==> src/rtl/rrv64_core_typedef_pkg.sv <==
// Shared L1 core typedefs: MSHR lifecycle state, entry record and default sizing.
package rrv64_core_typedef_pkg;

  localparam int RRV64_MSHR_NUM_ENTRY   = 4;
  localparam int RRV64_MSHR_MAX_MERGE   = 4;
  localparam int RRV64_MSHR_LINE_ADDR_W = 34;
  localparam int RRV64_MSHR_CNT_W       = $clog2(RRV64_MSHR_MAX_MERGE + 1);

  typedef enum logic [1:0] {
    MSHR_FREE  = 2'd0,
    MSHR_ISSUE = 2'd1,
    MSHR_WAIT  = 2'd2,
    MSHR_DRAIN = 2'd3
  } rrv64_mshr_state_e;

  // Default-width entry record; the MSHR file builds its own copy at its parameter widths.
  typedef struct packed {
    rrv64_mshr_state_e                   state;
    logic [RRV64_MSHR_CNT_W-1:0]         cnt;
    logic [RRV64_MSHR_LINE_ADDR_W-1:0]   line_addr;
  } rrv64_mshr_entry_t;

endpackage

==> src/rtl/rrv64_prio_enc.sv <==
// Lowest-index-wins priority encoder: one-hot grant, binary index and any-request flag.
module rrv64_prio_enc #(
  parameter int N     = 4,
  parameter int IDX_W = $clog2(N)
) (
  input  logic [N-1:0]     req,
  output logic [N-1:0]     onehot,
  output logic [IDX_W-1:0] idx,
  output logic             any
);

  always_comb begin
    onehot = '0;
    idx    = '0;
    for (int i = N - 1; i >= 0; i--) begin
      if (req[i]) begin
        onehot    = '0;
        onehot[i] = 1'b1;
        idx       = IDX_W'(i);
      end
    end
    any = |req;
  end

endmodule

==> src/rtl/rrv64_l1_mshr_file.sv <==
// L1 miss-status holding register file: allocate/merge misses, issue refills, replay merged requests.
module rrv64_l1_mshr_file
  import rrv64_core_typedef_pkg::*;
#(
  parameter int NUM_ENTRY   = RRV64_MSHR_NUM_ENTRY,
  parameter int LINE_ADDR_W = RRV64_MSHR_LINE_ADDR_W,
  parameter int MAX_MERGE   = RRV64_MSHR_MAX_MERGE,
  parameter int ID_W        = $clog2(NUM_ENTRY),
  parameter int CNT_W       = $clog2(MAX_MERGE + 1),
  parameter int OCC_W       = $clog2(NUM_ENTRY + 1)
) (
  input  logic                   clk,
  input  logic                   rst_n,
  input  logic                   alloc_vld_i,
  input  logic [LINE_ADDR_W-1:0] alloc_line_addr_i,
  output logic                   alloc_rdy_o,
  output logic                   alloc_merge_o,
  output logic [ID_W-1:0]        alloc_idx_o,
  output logic                   mem_req_vld_o,
  input  logic                   mem_req_rdy_i,
  output logic [LINE_ADDR_W-1:0] mem_req_line_addr_o,
  output logic [ID_W-1:0]        mem_req_id_o,
  input  logic                   refill_vld_i,
  input  logic [ID_W-1:0]        refill_id_i,
  output logic                   replay_vld_o,
  input  logic                   replay_rdy_i,
  output logic [ID_W-1:0]        replay_id_o,
  output logic [LINE_ADDR_W-1:0] replay_line_addr_o,
  input  logic                   flush_i,
  output logic                   full_o,
  output logic                   empty_o,
  output logic [OCC_W-1:0]       occupancy_o,
  output logic                   refill_err_o
);

  typedef struct packed {
    rrv64_mshr_state_e      state;
    logic [CNT_W-1:0]       cnt;
    logic [LINE_ADDR_W-1:0] line_addr;
  } entry_t;

  entry_t ent_q [NUM_ENTRY];
  entry_t ent_d [NUM_ENTRY];

  logic [NUM_ENTRY-1:0] free_vec, issue_vec, drain_vec, hit_vec;
  logic [NUM_ENTRY-1:0] issue_req, drain_req;
  logic [NUM_ENTRY-1:0] free_oh, issue_oh, drain_oh;
  logic [ID_W-1:0]      free_idx, issue_idx, drain_idx, hit_idx;
  logic                 free_any, issue_any, drain_any, hit_any;

  // A presented request/replay is pinned so a lower entry becoming eligible cannot swap it out.
  logic                 iss_lock_q, drn_lock_q;
  logic [NUM_ENTRY-1:0] iss_lock_oh_q, drn_lock_oh_q;

  logic                 mem_hs, replay_hs, refill_ok;
  logic                 full_d, empty_d;
  logic [OCC_W-1:0]     occ_d;

  always_comb begin
    hit_idx = '0;
    for (int i = 0; i < NUM_ENTRY; i++) begin
      free_vec[i]  = (ent_q[i].state == MSHR_FREE);
      issue_vec[i] = (ent_q[i].state == MSHR_ISSUE);
      drain_vec[i] = (ent_q[i].state == MSHR_DRAIN);
      hit_vec[i]   = !free_vec[i] && (ent_q[i].line_addr == alloc_line_addr_i);
      if (hit_vec[i]) hit_idx = hit_idx | ID_W'(i);
    end
    hit_any   = |hit_vec;
    issue_req = iss_lock_q ? iss_lock_oh_q : issue_vec;
    drain_req = drn_lock_q ? drn_lock_oh_q : drain_vec;
  end

  rrv64_prio_enc #(.N(NUM_ENTRY), .IDX_W(ID_W)) u_free_sel (
    .req(free_vec), .onehot(free_oh), .idx(free_idx), .any(free_any)
  );

  rrv64_prio_enc #(.N(NUM_ENTRY), .IDX_W(ID_W)) u_issue_sel (
    .req(issue_req), .onehot(issue_oh), .idx(issue_idx), .any(issue_any)
  );

  rrv64_prio_enc #(.N(NUM_ENTRY), .IDX_W(ID_W)) u_drain_sel (
    .req(drain_req), .onehot(drain_oh), .idx(drain_idx), .any(drain_any)
  );

  // A hit in DRAIN or at the merge limit stalls rather than allocating a duplicate line.
  always_comb begin
    alloc_rdy_o = 1'b0;
    if (alloc_vld_i && !flush_i) begin
      if (hit_any)
        alloc_rdy_o = (ent_q[hit_idx].state == MSHR_ISSUE || ent_q[hit_idx].state == MSHR_WAIT) &&
                      (ent_q[hit_idx].cnt < CNT_W'(MAX_MERGE));
      else
        alloc_rdy_o = free_any;
    end
    alloc_merge_o = alloc_rdy_o && hit_any;
    alloc_idx_o   = hit_any ? hit_idx : free_idx;
  end

  assign mem_req_vld_o       = issue_any;
  assign mem_req_id_o        = issue_idx;
  assign mem_req_line_addr_o = ent_q[issue_idx].line_addr;
  assign replay_vld_o        = drain_any;
  assign replay_id_o         = drain_idx;
  assign replay_line_addr_o  = ent_q[drain_idx].line_addr;

  assign mem_hs    = issue_any && mem_req_rdy_i;
  assign replay_hs = drain_any && replay_rdy_i;

  always_comb begin
    refill_ok = 1'b0;
    for (int i = 0; i < NUM_ENTRY; i++) begin
      ent_d[i] = ent_q[i];

      if (alloc_rdy_o && hit_vec[i])
        ent_d[i].cnt = ent_q[i].cnt + CNT_W'(1);
      if (alloc_rdy_o && !hit_any && free_oh[i]) begin
        ent_d[i].state     = MSHR_ISSUE;
        ent_d[i].cnt       = CNT_W'(1);
        ent_d[i].line_addr = alloc_line_addr_i;
      end

      // Flush wins over a same-cycle handshake: the request counts as never sent.
      if (ent_q[i].state == MSHR_ISSUE) begin
        if (flush_i) begin
          ent_d[i].state = MSHR_FREE;
          ent_d[i].cnt   = '0;
        end else if (mem_hs && issue_oh[i]) begin
          ent_d[i].state = MSHR_WAIT;
        end
      end

      if (refill_vld_i && refill_id_i == ID_W'(i) && ent_q[i].state == MSHR_WAIT) begin
        ent_d[i].state = MSHR_DRAIN;
        refill_ok      = 1'b1;
      end

      if (replay_hs && drain_oh[i]) begin
        if (ent_q[i].cnt == CNT_W'(1)) begin
          ent_d[i].state = MSHR_FREE;
          ent_d[i].cnt   = '0;
        end else begin
          ent_d[i].cnt = ent_q[i].cnt - CNT_W'(1);
        end
      end
    end
  end

  always_comb begin
    occ_d  = '0;
    full_d = 1'b1;
    for (int i = 0; i < NUM_ENTRY; i++) begin
      if (ent_d[i].state != MSHR_FREE) occ_d = occ_d + OCC_W'(1);
      else                             full_d = 1'b0;
    end
    empty_d = (occ_d == '0);
  end

  always_ff @(posedge clk or negedge rst_n) begin
    if (!rst_n) begin
      for (int i = 0; i < NUM_ENTRY; i++) begin
        ent_q[i].state     <= MSHR_FREE;
        ent_q[i].cnt       <= '0;
        ent_q[i].line_addr <= '0;
      end
      iss_lock_q    <= 1'b0;
      iss_lock_oh_q <= '0;
      drn_lock_q    <= 1'b0;
      drn_lock_oh_q <= '0;
      full_o        <= 1'b0;
      empty_o       <= 1'b1;
      occupancy_o   <= '0;
      refill_err_o  <= 1'b0;
    end else begin
      for (int i = 0; i < NUM_ENTRY; i++) ent_q[i] <= ent_d[i];
      iss_lock_q    <= issue_any && !mem_req_rdy_i && !flush_i;
      iss_lock_oh_q <= issue_oh;
      drn_lock_q    <= drain_any && !replay_rdy_i;
      drn_lock_oh_q <= drain_oh;
      full_o        <= full_d;
      empty_o       <= empty_d;
      occupancy_o   <= occ_d;
      refill_err_o  <= refill_vld_i && !refill_ok;
    end
  end

endmodule

==> config.mk <==
export PLATFORM = sky130hd
export DESIGN_NAME = rrv64_l1_mshr_file
export DESIGN_NICKNAME = d
export VERILOG_FILES = /design/src/rtl/rrv64_core_typedef_pkg.sv /design/src/rtl/rrv64_prio_enc.sv /design/src/rtl/rrv64_l1_mshr_file.sv
export SDC_FILE = /design/constraint.sdc
export NUM_CORES = 1
export LEC_CHECK = 0
export ABC_AREA = 0
export CAP_MARGIN = 20
export CORE_MARGIN = 3
export CORE_UTILIZATION = 26
export CTS_CLUSTER_SIZE = 28
export DETAILED_ROUTE_END_ITERATION = 8
export PLACE_DENSITY = 0.44
export SYNTH_ARGS = -nofsm -noshare
export SYNTH_HDL_FRONTEND = slang
export SYNTH_SLANG_ARGS = --single-unit
==> constraint.sdc <==
create_clock -name clk -period 7.3 [get_ports clk]
set_clock_uncertainty 0.05 [all_clocks]
set_input_delay 1.095 -clock clk [delete_from_list [all_inputs] [get_ports clk]]
set_output_delay 1.095 -clock clk [all_outputs]
set_load 0.01 [all_outputs]
## After elaboration in Yosys (flattened, before gate mapping)

Cells that the tools add are included.

- Register bits: 172
- Input bits: 43
- Output and inout port bits: 84

- $add $sub $neg: 11
- Magnitude comparators: 4
- Equality and inequality tests: 25
- Multiplexer cells: 93
- Bitwise logic cells: 3
- Reductions and logical operators: 62

Operators by type and width:

| kind | number |
|---|---|
| 39-bit binary-select mux with 2-bit select | 3 |
| 39-bit 2-to-1 mux | 6 |
| 34-bit == test | 4 |
| 34-bit 2-to-1 mux | 4 |
| 2-bit 2-to-1 mux | 31 |
| 4-bit 2-to-1 mux | 14 |
| 3-bit 2-to-1 mux | 15 |
| 5-bit 2-to-1 mux | 8 |
| 1-bit logical AND | 38 |
| 2-bit == test (second input constant) | 11 |
| 3-bit by 1-bit adder with 3-bit output (second input constant) | 7 |
| 4-bit OR reduction | 4 |
| 2-bit by 1-bit == test with 1-bit output (second input constant) | 6 |
| 3-bit by 1-bit == test with 1-bit output (second input constant) | 4 |
| 1-bit 2-to-1 mux | 12 |
| 3-bit by 1-bit subtractor with 3-bit output (second input constant) | 4 |
| 2-bit logical NOT | 5 |
| 3-bit greater-or-equal comparator (second input constant) | 3 |
| 1-bit logical NOT | 9 |
| 2-bit NOT with 3-bit output | 3 |
| 2-bit nonzero test | 4 |
| 3-bit logical NOT | 1 |
| 3-bit < comparator (second input constant) | 1 |
| 1-bit logical OR | 1 |

## Depth between registers and ports, before layout

- Word-level depth: 33
- Mapped depth: 20
- Mapped depth without buffers: 18

## Modules after synthesis

From an unflattened synthesis, not the netlist that was laid out.

- Cells, all modules: 994
- Area total of the unflattened synthesis: 11123.2 sq um

Modules (own cells, without submodules):

| module | times used | cells an instance | area an instance (sq um) |
|---|---|---|---|
| rrv64_l1_mshr_file | 1 | 964 | 10946.7 |
| rrv64_prio_enc | 3 | 10 | 58.8 |

## Least setup slack after synthesis

No wires, ideal clock.

- Path type: input -> register
- Start: in alloc_line_addr_i[29]
- End: reg empty_o
- Arrival time: 4.429 ns
- Required time: 7.173 ns
- Setup slack: 2.743 ns
- Stages on the path: 15
- Path through: buf_4 -> xnor2_1 -> nand4_1 -> or4_4 -> nor4b_4 -> a2111oi_0 -> nand4b_1 -> buf_2 -> o311ai_0 -> a21oi_1 -> ha_1 -> xor2_1 -> ha_1 -> nand4bb_1 -> a31oi_1

- Word-level cells in the longest chain between the ends: 32
- Elaborated cells on any way between the ends: 69

RTL lines:

| what | line | RTL |
|---|---|---|
| from (decl) | rrv64_l1_mshr_file.sv:15 | `input logic [LINE_ADDR_W-1:0] alloc_line_addr_i,` |
| branches (longest 14 deep; another with 3-bit < comparator) | -- |  |
| 1-bit logical AND * | rrv64_l1_mshr_file.sv:116 | `if (alloc_rdy_o && !hit_any && free_oh[i]) begin` |
| 1-bit logical AND | rrv64_l1_mshr_file.sv:116 |  |
| 39-bit 2-to-1 mux | rrv64_l1_mshr_file.sv:116 |  |
| 2-bit 2-to-1 mux | rrv64_l1_mshr_file.sv:127 | `end else if (mem_hs && issue_oh[i]) begin` |
| 2-bit 2-to-1 mux | rrv64_l1_mshr_file.sv:124 | `if (flush_i) begin` |
| 5-bit 2-to-1 mux | rrv64_l1_mshr_file.sv:123 | `if (ent_q[i].state == MSHR_ISSUE) begin` |
| 2-bit 2-to-1 mux | rrv64_l1_mshr_file.sv:132 | `if (refill_vld_i && refill_id_i == ID_W'(i) && ent_q[i].state == MSHR_WAIT) begin` |
| [... 4 more ...] | -- |  |
| 3-bit by 1-bit adder with 3-bit output | rrv64_l1_mshr_file.sv:152 | `if (ent_d[i].state != MSHR_FREE) occ_d = occ_d + OCC_W'(1);` |
| 3-bit 2-to-1 mux | rrv64_l1_mshr_file.sv:152 |  |
| 3-bit by 1-bit adder with 3-bit output | rrv64_l1_mshr_file.sv:152 |  |
| 3-bit 2-to-1 mux | rrv64_l1_mshr_file.sv:152 |  |
| 3-bit by 1-bit adder with 3-bit output | rrv64_l1_mshr_file.sv:152 |  |
| 3-bit 2-to-1 mux * | rrv64_l1_mshr_file.sv:152 |  |
| 3-bit logical NOT * | rrv64_l1_mshr_file.sv:155 | `empty_d = (occ_d == '0);` |
| named net empty_d | rrv64_l1_mshr_file.sv:56 | `logic full_d, empty_d;` |
| to (signal assigned) | rrv64_l1_mshr_file.sv:180 | `empty_o <= empty_d;` |
| to (decl) | rrv64_l1_mshr_file.sv:31 | `output logic empty_o,` |

Mark *: on every way through the listed nets, which the timed path passes. The select of a mux whose other input is x is not followed.
A chain may end at the register's enable or synchronous reset.

## Worst setup path in the final report

- Start: in alloc_line_addr_i[21]
- End: out alloc_merge_o

- Word-level cells in the longest chain between the ends: 15
- Elaborated cells on any way between the ends: 24

RTL lines:

| what | line | RTL |
|---|---|---|
| branches (longest 14 deep; another with 3-bit < comparator) | -- |  |
| 1-bit logical AND * | rrv64_l1_mshr_file.sv:95 | `alloc_merge_o = alloc_rdy_o && hit_any;` |
| to (decl) | rrv64_l1_mshr_file.sv:17 | `output logic alloc_merge_o,` |

Mark *: on every way between the ends. The select of a mux whose other input is x is not followed.

==> run_results.csv <==
group,metric,value,unit
run_status,status,"completed",
placed_design,gp_congestion,0.866,
global_routing,grt_pass1_vias,9777,
sta,tightest_slew,0.937,ns
global_routing,overflow,0,
sta,setup_viol,0,
setup_path,cp_data_arrival_time,4.92,ns
setup_path,crit_buf_inv,2,
yosys,ys_ff_latch,172,
sta,finalHoldViolations,0,
layout,layout_commonest_cell,"nand2_1",
clock_tree,ctsRootBufferMaster,"clkbuf_16",
layout,nFillCells,4507,
route,routedWlPerCell,21.6,um
yosys,synth-seq-area-share,37.6,%
route,drt-pass1-iter-count,7,
sta,whs,0.462,ns
clock_tree,clock_sinks,172,
layout,antenna_cells,0,
yosys,ys_warn_count,0,
yosys,netlist_instances,1320,
yosys,syn_area,11400,um2
power_and_ir_drop,irDropWorstVdd,0.000210,V
global_routing,grt_max_degree,81,
global_routing,grt_pass1_wl,64500,um
placed_design,dp_hpwl,30100,um
power_and_ir_drop,powerDensity,483,nW/um2
clock_tree,clock_path_buffers,2,
yosys,syn_nets,1379,
clock_tree,cts_hold_buf,0,
layout,final_cell_mix,"nand2_1, dfrtp_1, clkdlybuf4s50_1, mux2_2, xor2_1",
yosys,synth_edf_count,0,
die,design.die.area,46600,um2
placed_design,portBuffers,126,
clock_tree,cts_tree,"built",
yosys,yosysUniqueCellTypes,68,
route,routed_wl,42900,um
setup_path,endpoint_kind,"primary output",
setup_path,startpoint_type,"primary input",
global_routing,grt_use_total,18.4,%
route,ant_nets,0,
placed_design,pre_cts_slack,1.35,ns
setup_path,crit_top_cell,"clkdlybuf4s50_1",
die,die_x,216,um
setup_path,critPathRequiredTime,6.15,ns
setup_path,crit_fanout,8,
clock_tree,cts.htree.levels,4,
layout,final_util,31.8,%
setup_path,crit_type,"in -> out",
sta,fmaxAchievable,165,MHz
setup_path,cp_cell_sequence,"clkdlybuf4s50_1 > xor2_1 > nor4_1 > nand4_1 > nor4_4 > or3_1 > a21boi_2 > a211oi_2 > and2_2 > clkdlybuf4s50_1",
layout,design_area,13700,um2
job,cap_violations,0,
yosys,synthArstFlopShare,100,%
setup_path,worstReg2RegStart,"ent_q[38]",
min_path,whs_path_depth,1,
clock_tree,clk_pin_slew,0.07,ns
route,drt_iter0_drc,670,
setup_path,cpMaxStageDelayCell,"nor4_1",
clock_tree,cts_resized,0,
route,vias_per_cell,5.01,
die,start_util,26.4,%
die,io_pins,127,
yosys,syn_area_per_cell,8.67,um2
global_routing,antenna_found_initial,2,
sta,fin_crit_sh,83.0,%
setup_path,critPathTopFamily,"simple AND/OR/NAND/NOR gates",
setup_path,reg2reg_depth,14,
clock_tree,clkLatencyLatePin,0.46,ns
layout,fin_nets,1447,
sta,slew_headroom,37.0,%
sta,setup_slack,1.24,ns
placed_design,placed_area,13200,um2
power_and_ir_drop,p_leak,5.84,nW
layout,drive_gt1_share,13.4,%
clock_tree,cts_buffers,17,
min_path,min_to,"ent_q[112]",
clock_tree,cts_setup_buffers,0,
setup_path,r2r-end,"empty_o",
min_path,hold_class,"reg -> reg",
sta,slew_violations,0,
sta,fin_tns_setup,0,ns
setup_path,r2r_setup_slack,2.83,ns
min_path,worstHoldStart,"ent_q[112]",
yosys,ys_dominant_reg_cell,"dfrtp_1",
layout,syn_to_final_growth,20.1,%
route,vias,9950,
die,fp.dieH,216,um
setup_path,slowest_delay,0.84,ns
die,core,43300,um2
sta,fin_crit,6.06,ns
die,row_count,76,
sta,rsz0062_at_grt,"no",
route,drc_errors,0,
## Yosys cell counts (3+ instances only)
| library cell | number | area (um2) |
|---|---|---|
| nand2_1 | 344 | 1290 |
| dfrtp_1 | 171 | 4280 |
| mux2_2 | 104 | 1170 |
| xor2_1 | 104 | 911 |
| a31oi_1 | 74 | 463 |
| clkbuf_1 | 54 | 203 |
| nor2_1 | 43 | 161 |
| and3_1 | 40 | 250 |
| and2_1 | 36 | 225 |
| a211oi_1 | 34 | 255 |
| xnor2_1 | 33 | 289 |
| buf_2 | 30 | 150 |
| nor4_1 | 25 | 156 |
| inv_1 | 22 | 82.6 |
| o21ai_0 | 22 | 110 |
| nand4_1 | 19 | 119 |
| a21oi_1 | 18 | 90.1 |
| ha_1 | 16 | 200 |
| nand3_1 | 13 | 65.1 |
| nand2b_1 | 12 | 75.1 |
| nor2b_1 | 9 | 56.3 |
| buf_6 | 7 | 78.8 |
| nor3_1 | 6 | 30.0 |
| or2_2 | 6 | 37.5 |
| buf_1 | 5 | 18.8 |
| o22ai_1 | 5 | 31.3 |
| clkinv_1 | 4 | 15.0 |
| mux2i_1 | 4 | 40.0 |
| nor3b_1 | 4 | 30.0 |
| xnor2_2 | 4 | 65.1 |
| a21o_1 | 3 | 22.5 |
| o211ai_1 | 3 | 22.5 |
| o21a_1 | 3 | 22.5 |
| or3_1 | 3 | 18.8 |
## final cells by class
class                      instances  area [um2]  share of cell area (%)
tap                              585         732                    5.33
multi-input combinational       1025        6620                    48.1
inverter                          26        97.6                   0.710
clock buffer                      19         443                    3.22
timing repair buffer             146        1410                    10.3
clock inverter                    13         139                    1.01
sequential                       172        4310                    31.3
## sequential cells by signal (all words and copies together), names as in the netlist
register and cells:
drn_lock_oh_q 4, drn_lock_q 1, empty_o 1, ent_q 156, full_o 1, iss_lock_oh_q 4, iss_lock_q 1, occupancy_o 3
refill_err_o 1
## per-stage QoR
stage / total power (W) / cells
4_1_cts: 0.00670 / 1986
2_1_floorplan: 0.00390 / 1320
5_1_grt: 0.00710 / 1986
3_3_place_gp: 0.00570 / 1954
6_report: 0.00663 / 1986
3_5_place_dp: 0.00571 / 1954
## per-layer routing
layer  GRT usage, %  vias to the layer above  routed length (um)
met5              0                        -                   8
met4           4.14                        2                 587
met3           3.18                       33                1900
met2           30.2                      292               20500
met1           25.3                     4959               19900
li1               -                     4664                   -
## worst max path at each step
stage / start / to / slack (ns) / cells after the start
floorplan: alloc_line_addr_i[29] / empty_o / 2.74 / 15
global placement: alloc_line_addr_i[31] / alloc_merge_o / 1.43 / 9
detailed placement: alloc_line_addr_i[12] / alloc_merge_o / 1.35 / 10
CTS: alloc_line_addr_i[12] / alloc_merge_o / 1.33 / 10
global route: alloc_line_addr_i[1] / alloc_merge_o / 1.10 / 10
finish: alloc_line_addr_i[21] / alloc_merge_o / 1.24 / 10
## cell families after synthesis
family                   synth area share (%)
AO/OA/AOI/OAI                            10.2
XOR/XNOR                                 11.1
adder cells (fa/ha/maj)                  1.75
buffers and inverters                    4.86
flip-flops                               37.6
multiplexers                             10.6
AND/OR/NAND/NOR                          23.9
## where the power goes
group	switching, W	total [W]	internal, W
Sequential	0.000495	0.00186	0.00137
Combinational	0.00204	0.00383	0.00179
Clock	0.000431	0.000946	0.000515
(Power assumes the default switching activity.)
